[src/rtl/alu_pkg.sv]
// Shared constants for the signed accumulator: default geometry and FSM state codes.
package alu_pkg;

  localparam int unsigned DefAccW     = 12;
  localparam int unsigned DefNSamples = 4;

  localparam logic [1:0] StIdle = 2'd0;
  localparam logic [1:0] StAcc  = 2'd1;
  localparam logic [1:0] StHold = 2'd2;

endpackage

[src/rtl/acc_adder.sv]
// Combinational ACC_W-bit signed add of an 8-bit signed sample, with overflow detect.
// Build option ACC_SATURATE_EN: clamp the sum to the signed range on overflow instead of wrapping.
module acc_adder
  import alu_pkg::*;
#(
  parameter int unsigned ACC_W = DefAccW
) (
  input  logic [ACC_W-1:0] a,
  input  logic [7:0]       b,
  output logic [ACC_W-1:0] sum,
  output logic             ovf
);

  // One guard bit holds the exact result of any single add.
  logic [ACC_W:0] exact;

  assign exact = {a[ACC_W-1], a} + {{(ACC_W - 7){b[7]}}, b};
  assign ovf   = exact[ACC_W] ^ exact[ACC_W-1];

  // Select wrapped or clamped result; the guard bit gives the overflow direction.
  always_comb begin
    sum = exact[ACC_W-1:0];
`ifdef ACC_SATURATE_EN
    if (ovf) begin
      sum = exact[ACC_W] ? {1'b1, {(ACC_W - 1){1'b0}}} : {1'b0, {(ACC_W - 1){1'b1}}};
    end
`else
`endif
  end

endmodule

[src/rtl/signed_accumulator.sv]
// Frame accumulator: sums N_SAMPLES signed 8-bit samples, then holds the result until taken.
// Build option ACC_SATURATE_EN (in acc_adder) selects saturating instead of wrapping sums.
module signed_accumulator
  import alu_pkg::*;
#(
  parameter int unsigned ACC_W     = DefAccW,
  parameter int unsigned N_SAMPLES = DefNSamples
) (
  input  logic             clk,
  input  logic             rst_n,
  input  logic [7:0]       in_data,
  input  logic             in_valid,
  output logic             in_ready,
  input  logic             clear,
  output logic [ACC_W-1:0] out_data,
  output logic             out_ovf,
  output logic             out_valid,
  input  logic             out_ready
);

  localparam logic [7:0] NLast = 8'(N_SAMPLES);

  logic [1:0]       state_q, state_d;
  logic [ACC_W-1:0] acc_q, acc_d;
  logic [7:0]       cnt_q, cnt_d;
  logic             ovf_q, ovf_d;

  logic             accept;
  logic [ACC_W-1:0] add_a;
  logic [ACC_W-1:0] add_sum;
  logic             add_ovf;

  assign in_ready = (state_q != StHold);
  assign accept   = in_valid & in_ready;

  // First sample of a frame adds onto zero, which is a plain sign extension.
  assign add_a = (state_q == StIdle) ? '0 : acc_q;

  acc_adder #(
    .ACC_W(ACC_W)
  ) u_adder (
    .a  (add_a),
    .b  (in_data),
    .sum(add_sum),
    .ovf(add_ovf)
  );

  // Next-state logic; clear overrides any accept or result handshake.
  always_comb begin
    state_d = state_q;
    acc_d   = acc_q;
    cnt_d   = cnt_q;
    ovf_d   = ovf_q;
    if (clear) begin
      state_d = StIdle;
      acc_d   = '0;
      cnt_d   = '0;
      ovf_d   = 1'b0;
    end else begin
      case (state_q)
        StIdle: begin
          if (accept) begin
            acc_d   = add_sum;
            cnt_d   = 8'd1;
            ovf_d   = 1'b0;
            state_d = (NLast == 8'd1) ? StHold : StAcc;
          end
        end
        StAcc: begin
          if (accept) begin
            acc_d = add_sum;
            cnt_d = cnt_q + 8'd1;
            ovf_d = ovf_q | add_ovf;
            if (cnt_q + 8'd1 == NLast) begin
              state_d = StHold;
            end
          end
        end
        StHold: begin
          if (out_ready) begin
            state_d = StIdle;
          end
        end
        default: begin
          state_d = StIdle;
          acc_d   = '0;
          cnt_d   = '0;
          ovf_d   = 1'b0;
        end
      endcase
    end
  end

  // State registers with synchronous active-low reset.
  always_ff @(posedge clk) begin
    if (!rst_n) begin
      state_q <= StIdle;
      acc_q   <= '0;
      cnt_q   <= '0;
      ovf_q   <= 1'b0;
    end else begin
      state_q <= state_d;
      acc_q   <= acc_d;
      cnt_q   <= cnt_d;
      ovf_q   <= ovf_d;
    end
  end

  assign out_valid = (state_q == StHold);
  assign out_data  = out_valid ? acc_q : '0;
  assign out_ovf   = out_valid & ovf_q;

endmodule

[config.mk]
export PLATFORM = sky130hd
export DESIGN_NAME = signed_accumulator
export DESIGN_NICKNAME = d
export VERILOG_FILES = /design/src/rtl/alu_pkg.sv /design/src/rtl/acc_adder.sv /design/src/rtl/signed_accumulator.sv
export SDC_FILE = /design/constraint.sdc
export NUM_CORES = 1
export LEC_CHECK = 0
export ABC_AREA = 0
export CORE_MARGIN = 4
export CORE_UTILIZATION = 54
export CTS_CLUSTER_SIZE = 12
export DETAILED_ROUTE_END_ITERATION = 8
export GPL_TIMING_DRIVEN = 0
export PLACE_DENSITY_LB_ADDON = 0.1
export SETUP_SLACK_MARGIN = 0.15
export SLEW_MARGIN = 20
export SYNTH_ARGS = -nofsm -noshare
export SYNTH_HDL_FRONTEND = slang
export SYNTH_SLANG_ARGS = --single-unit
[constraint.sdc]
create_clock -name clk -period 3.53 [get_ports clk]
set_clock_uncertainty 0.05 [all_clocks]
set_input_delay 0.353 -clock clk [delete_from_list [all_inputs] [get_ports clk]]
set_output_delay 0.353 -clock clk [all_outputs]
set_load 0.02 [all_outputs]
# Word level (Yosys, flattened, before mapping)
# Index checks and enable logic that the tools add are counted.
[totals]
regBits = 23
in_bits = 13
out_inout_bits = 15
elab_cells = 42
[op_classes]
n_addsub = 2
eq_ne = 9
muxes = 15
bitwise = 6
n_reduce_logical = 6
[ops]
columns = ["op", "n"]
rows = [
  ["$mux W12", 3],
  ["$pmux W12 S2", 1],
  ["$pmux W8 S3", 1],
  ["$mux W8", 2],
  ["$add A12 B8 Y13", 1],
  ["$add A8 B1 Y8 const B", 1],
  ["$eq A8 B3 Y1 const B", 1],
  ["$mux W2", 4],
  ["$ne A2 B2 Y1 const B", 4],
  ["$pmux W2 S3", 1],
  ["$ne A2 B1 Y1 const B", 2],
  ["$reduce_and A4 Y1", 1],
  ["$reduce_or A2 Y1", 2],
  ["$pmux W1 S3", 1],
  ["$reduce_and A3 Y1", 1],
  ["$and A1 B1 Y1", 2],
  ["$eq A2 B1 Y1 const B", 1],
  ["$eq A2 B2 Y1 const B", 1],
  ["$logic_not A2 Y1", 1],
  ["$mux W1", 2],
  ["$not A1 Y1", 2],
  ["$reduce_and A2 Y1", 1],
  ["$or A1 B1 Y1", 1],
  ["$xor A1 B1 Y1", 1],
]

# Longest topological paths before layout
[logic_depth]
ltp_word = 7
depth_mapped = 11
mapped_depth_nobuf = 9

# By module
# Synthesis repeated with hierarchy kept, for this count alone.
[hier_totals]
hier_cells = 247
hier_area_um2 = 1876.8
[by_module_without_submodules]
columns = ["module", "n_inst", "cells_each", "area_per_inst_um2", "seq_area_each_um2"]
rows = [
  ["signed_accumulator", 1, 171, 1315.0, 460.4],
  ["acc_adder", 1, 76, 561.8, 0.0],
]

# Worst setup path before layout
# OpenSTA, ideal clock, no wires.
[synth_timing]
path_type = "reg-to-reg"
start = "reg state_q[1]"
end = "reg acc_q[10]"
setup_time_ps = 120
t_arrival_ps = 2481
t_required_ps = 3360
setup_slack_ps = 879
stages_incl_launch_ff = 12
n_path_buf = 2
period_less_slack_ps = 2651
path_cell_list = "dfxtp_1 clkbuf_1 nor2_1 clkbuf_1 nor2b_1 ha_1 fa_1 a211oi_1 o211ai_2 a41oi_1 or3_1 nand3_1"
[synth_between]
elab_chain_len = 5
word_cells_on_any_way = 13
cone_classes = "1 x add/sub; 4 x eq/ne; 3 x mux; 2 x bitwise; 3 x reduce/logical"
[synth_lines]
columns = ["item", "line", "rtl"]
rows = [
  ["start: declaration", "signed_accumulator.sv:23", "logic [1:0] state_q, state_d;"],
  ["start signal: assignment", "signed_accumulator.sv:97", "state_q <= StIdle;"],
  ["start signal: assignment", "signed_accumulator.sv:102", "state_q <= state_d;"],
  ["$logic_not A2 Y1", "signed_accumulator.sv:37, signed_accumulator.sv:60", ""],
  ["$mux W12", "signed_accumulator.sv:37", "assign add_a = (state_q == StIdle) ? '0 : acc_q;"],
  ["$add A12 B8 Y13", "acc_adder.sv:17", "assign exact = {a[ACC_W-1], a} + {{(ACC_W - 7){b[7]}}, b};"],
  ["$mux W12", "signed_accumulator.sv:62, signed_accumulator.sv:70", ""],
  ["$pmux W12 S2", "signed_accumulator.sv:60", "case (state_q)"],
  ["end signal: assignment", "signed_accumulator.sv:98", "acc_q <= '0;"],
  ["end signal: assignment", "signed_accumulator.sv:103", "acc_q <= acc_d;"],
  ["end: declaration", "signed_accumulator.sv:24", "logic [ACC_W-1:0] acc_q, acc_d;"],
]
# Several ways; a longest one is shown, not always the timed one. The select of a mux whose other input is x is not followed.
# A chain may end at the register's enable or synchronous reset.

# Worst setup path after layout
[layout_timing]
start = "reg state_q[1]"
end = "reg acc_q[8]"
# The elaborated chain is that of the path after synthesis.

==> qor_table.md <==
| Stage | Result | Value |
|:---|:---|:---|
| finish | Final #Nets | 292 |
| sta | Worst hold slack | 0.428 ns |
| global route | GRT Overall Usage | 23.2% |
| routing | Number of design rule violations left after detail routing | 0 |
| sta | Fmax | 0.332 GHz |
| setup path | Start of the worst register-to-register path | state_q[1] |
| setup path | Crit-path max cell delay | 0.44 ns |
| synth | Post-synthesis async set-or-reset flop share | 0% |
| routing | Sum of routed wire length over all layers | 4680 um |
| synth | Cell area after technology mapping | 1800 um2 |
| synth | Net Count, Synth | 260 |
| finish | Number of fillers in the final layout | 273 |
| cts | Number of clock sinks seen by CTS | 23 |
| routing | Routed wire length per instance | 15.2 um |
| global route | Wire length of the first global-routing pass | 8000 um |
| synth | Predominant post-synthesis flop cell | sky130_fd_sc_hd__dfxtp_1 |
| cts | Clock latency reported for the late side of the worst-skew pair | 0.31 ns |
| sta | Unrepaired setup endpoints after global routing | false |
| cts | Number of H-tree levels | 1 |
| setup path | Count of buffer and inverter cells on the critical path | 2 |
| floorplan | Num ports | 28 |
| worst hold path | Hold depth | 2 |
| synth | Avg Cell Area, Syn | 7.74 um2 |
| sta | Clock period minus worst slack | 3.01 ns |
| placement | Pre-CTS setup slack | 0.378 ns |
| setup path | R2r setup slk | 0.52 ns |
| floorplan | Total die area | 4330 um2 |
| setup path | Cell repeated most along the worst path | sky130_fd_sc_hd__nor2_1 |
| floorplan | Height of the chip | 65.8 um |
| finish | Most common cell after layout, fill and taps aside | sky130_fd_sc_hd__clkdlybuf4s50_1 |
| pwr | Max IR drop VDD | 0.192 mV |
| setup path | Maximum fanout count along the critical path | 10 |
| cts | Maximum clock path buffer count | 2 |
| routing | Pre-antenna DRT Iters | 5 |
| sta | Final setup fails | 0 |
| sta | Sum of negative setup slack | 0 ns |
| synth | Number of distinct library cell variants in the gate-level netlist after synthesis | 48 |
| worst hold path | Tightest Hold Check Type | flip-flop to flip-flop |
| worst hold path | Hold Path Sink | acc_q[1] |
| floorplan | Die Span X | 65.8 um |
| pwr | P_leak | 0.000839 uW |
| routing | Starting DRC count in detailed routing | 241 |
| setup path | Endpoint required time on the critical path | 3.67 ns |
| cts | Clock tree from TritonCTS | done |
| placement | Post-Place Cell Area | 2130 um2 |
| sta | Number of endpoints with negative hold slack in the final report | 0 |
| finish | Synth-to-layout area growth | 19.6% |
| routing | Vias post-DR | 1878 |
| finish | Leading cell types in the layout, fill and taps excluded | sky130_fd_sc_hd__clkdlybuf4s50_1 (27), sky130_fd_sc_hd__dfxtp_1 (23), sky130_fd_sc_hd__a21oi_1 (21), sky130_fd_sc_hd__nor2_1 (19) |
| synth | Post-synth EDFFs | 0 |
| global route | Global-route congestion overflow total | 0 |
| finish | Cell area after layout | 2160 um2 |
| global route | Number of global-route vias before repair | 1752 |
| routing | Vias per inst | 6.10 |
| worst hold path | Source of the worst hold timing path | acc_q[1] |
| sta | Count of pins over their slew limit | 0 |
| placement | Number of input and output port buffers inserted | 27 |
| floorplan | Number of cell rows | 20 |
| synth | Register bit count reported by yosys | 23 |
| placement | Routability congestion estimate | 0.944 |
| synth | Part of the Yosys area used for sequential elements | 25.5% |
| setup path | Worst setup EP type | flip-flop |
| setup path | CP Class | flip-flop to flip-flop |
| placement | Post-detail-place hpwl | 3570 um |
| cts | Root Buffer | sky130_fd_sc_hd__clkbuf_4 |
| synth | Synthesis Warnings | 0 |
| cts | Post-CTS Setup Bufs | 0 |
| flow run | Max-cap viol count | 0 |
| setup path | Worst R2R End | acc_q[8] |
| pwr | Power density over the cells | 225 nW/um2 |
| finish | Antenna Cells | 0 |
| sta | Worst setup slack after layout | 0.518 ns |
| floorplan | Core outline area | 3130 um2 |
| cts | Clock edge transition at the registers on the reported setup and hold paths | 0.14 ns |
| finish | Final standard cell count with taps included and fillers excluded | 308 |
| setup path | Delay-heaviest family, CP | compound AO/OA/AOI/OAI gates |
| sta | Measured slew at the worst slew-check pin | 0.525 ns |
| global route | Number of antenna violations at the first check in global routing | 0 |
| global route | Maximum number of pins on one net before global-route repair | 14 |
| setup path | Crit-path cells | clkbuf_1, nor2_1, clkbuf_2, nor2b_1, ha_1, fa_1, a211oi_1, o211ai_2, a21o_1, a32oi_1, nor2_1 |
| status | Status | completed |
| finish | Fraction of final layout cells with drive strength greater than 1 | 6.44% |
| sta | Slew margin rel. | 65.0% |
| cts | # resized after CTS | 0 |
| routing | Antenna Nets Post-Route | 0 |
| cts | Total CTS buffers | 3 |
| floorplan | Starting density of the core | 57.7% |
| setup path | Max stage delay cell, worst path | sky130_fd_sc_hd__fa_1 |
| setup path | Kind of start point of the critical path | flip-flop |
| sta | Final period utilization | 85.3% |
| cts | Hold_buf cts | 0 |
| setup path | Data arrival time of the critical path | 3.16 ns |
| placement | Dpl cells | 304 |
| setup path | Number of cells traversed by the worst register-to-register path | 11 |
| synth | Synthesized netlist cell count | 233 |
[stage by stage]
| stage | total power (uW) | utilization, % |
|---|---|---|
| after floorplan | 332 | - |
| after global placement | 363 | 68.1 |
| after global routing | 510 | 69.0 |
| after CTS | 488 | 69.0 |
| final | 486 | 69.0 |
| after detailed placement | 365 | 68.1 |
[sequential cells by signal, summed over array words and instances, names as in the netlist]
signal   count
acc_q       12
cnt_q        8
ovf_q        1
state_q      2
[cell usage after synthesis (2+ instances only)]
| library cell | number | area, um2 |
|---|---|---|
| sky130_fd_sc_hd__o211ai_2 | 3 | 37.5 |
| sky130_fd_sc_hd__a21oi_1 | 21 | 105 |
| sky130_fd_sc_hd__o31ai_1 | 2 | 15.0 |
| sky130_fd_sc_hd__inv_1 | 5 | 18.8 |
| sky130_fd_sc_hd__and3_1 | 15 | 93.8 |
| sky130_fd_sc_hd__nor2_1 | 19 | 71.3 |
| sky130_fd_sc_hd__a211oi_1 | 2 | 15.0 |
| sky130_fd_sc_hd__xnor2_1 | 3 | 26.3 |
| sky130_fd_sc_hd__nor3_1 | 5 | 25.0 |
| sky130_fd_sc_hd__o2111ai_1 | 2 | 17.5 |
| sky130_fd_sc_hd__or3_1 | 2 | 12.5 |
| sky130_fd_sc_hd__a31o_1 | 2 | 17.5 |
| sky130_fd_sc_hd__a32oi_1 | 4 | 35.0 |
| sky130_fd_sc_hd__nor2b_1 | 15 | 93.8 |
| sky130_fd_sc_hd__a21boi_0 | 3 | 22.5 |
| sky130_fd_sc_hd__nand2_1 | 15 | 56.3 |
| sky130_fd_sc_hd__o21a_1 | 2 | 15.0 |
| sky130_fd_sc_hd__dfxtp_1 | 23 | 460 |
| sky130_fd_sc_hd__o21ai_0 | 10 | 50.1 |
| sky130_fd_sc_hd__o211ai_1 | 5 | 37.5 |
| sky130_fd_sc_hd__nor4_1 | 4 | 25.0 |
| sky130_fd_sc_hd__ha_1 | 13 | 163 |
| sky130_fd_sc_hd__a22oi_1 | 5 | 37.5 |
| sky130_fd_sc_hd__nand2b_1 | 3 | 18.8 |
| sky130_fd_sc_hd__nor3b_1 | 2 | 15.0 |
| sky130_fd_sc_hd__clkbuf_1 | 9 | 33.8 |
| sky130_fd_sc_hd__a21o_1 | 5 | 37.5 |
| sky130_fd_sc_hd__xor2_1 | 2 | 17.5 |
| sky130_fd_sc_hd__nand3_1 | 13 | 65.1 |
[report_power, final]
part | switching [uW] | internal (uW)
Combinational | 51.4 | 40.0
Sequential | 3.95 | 265
Clock | 82.5 | 42.3
Total | 138 | 348
[area by class of cell]
class,count,area (um2),area share (%)
timing repair buffer,27,270,12.5
tap,44,55.1,2.55
inverter,6,22.5,1.04
multi-input combinational,192,1260,58.6
sequential,23,460,21.3
clock inverter,1,5.00,0.232
buffer,12,58.8,2.72
clock buffer,3,22.5,1.04
[kinds of logic (layout without fill, tap and decap cells)]
logic type	after synthesis	in the layout	share of synthesized area, %
flip-flops	23	23	25.5
adder cells (fa/ha/maj)	14	14	10.1
buffers and inverters	18	49	4.44
AO/OA/AOI/OAI	76	76	29.5
AND/OR/NAND/NOR	97	97	28.0
XOR/XNOR	5	5	2.43
[how the worst max path moves through the flow]
stage | startpoint | to | slack, ns | depth (start not counted)
3_3_place_gp | state_q[1] | acc_q[10] | 0.44 | 11
3_5_place_dp | state_q[1] | acc_q[8] | 0.38 | 11
2_1_floorplan | state_q[1] | acc_q[10] | 0.88 | 11
4_1_cts | state_q[1] | acc_q[10] | 0.36 | 11
6_report | state_q[1] | acc_q[8] | 0.52 | 11
5_1_grt | state_q[1] | acc_q[10] | 0.26 | 11
[tightest hold or removal path: stages, from the launching register on]
cell and delay (ns):
sky130_fd_sc_hd__dfxtp_1 0.34, sky130_fd_sc_hd__nand2_1 0.05, sky130_fd_sc_hd__a21oi_1 0.05
[layer usage]
metal / track usage (%) / routed length (um)
met1: 34.1 / 2230
met2: 35.4 / 2060
met3: 3.23 / 351
met4: 5.18 / 39
met5: 0 / 0
(Power assumes the default switching activity.)
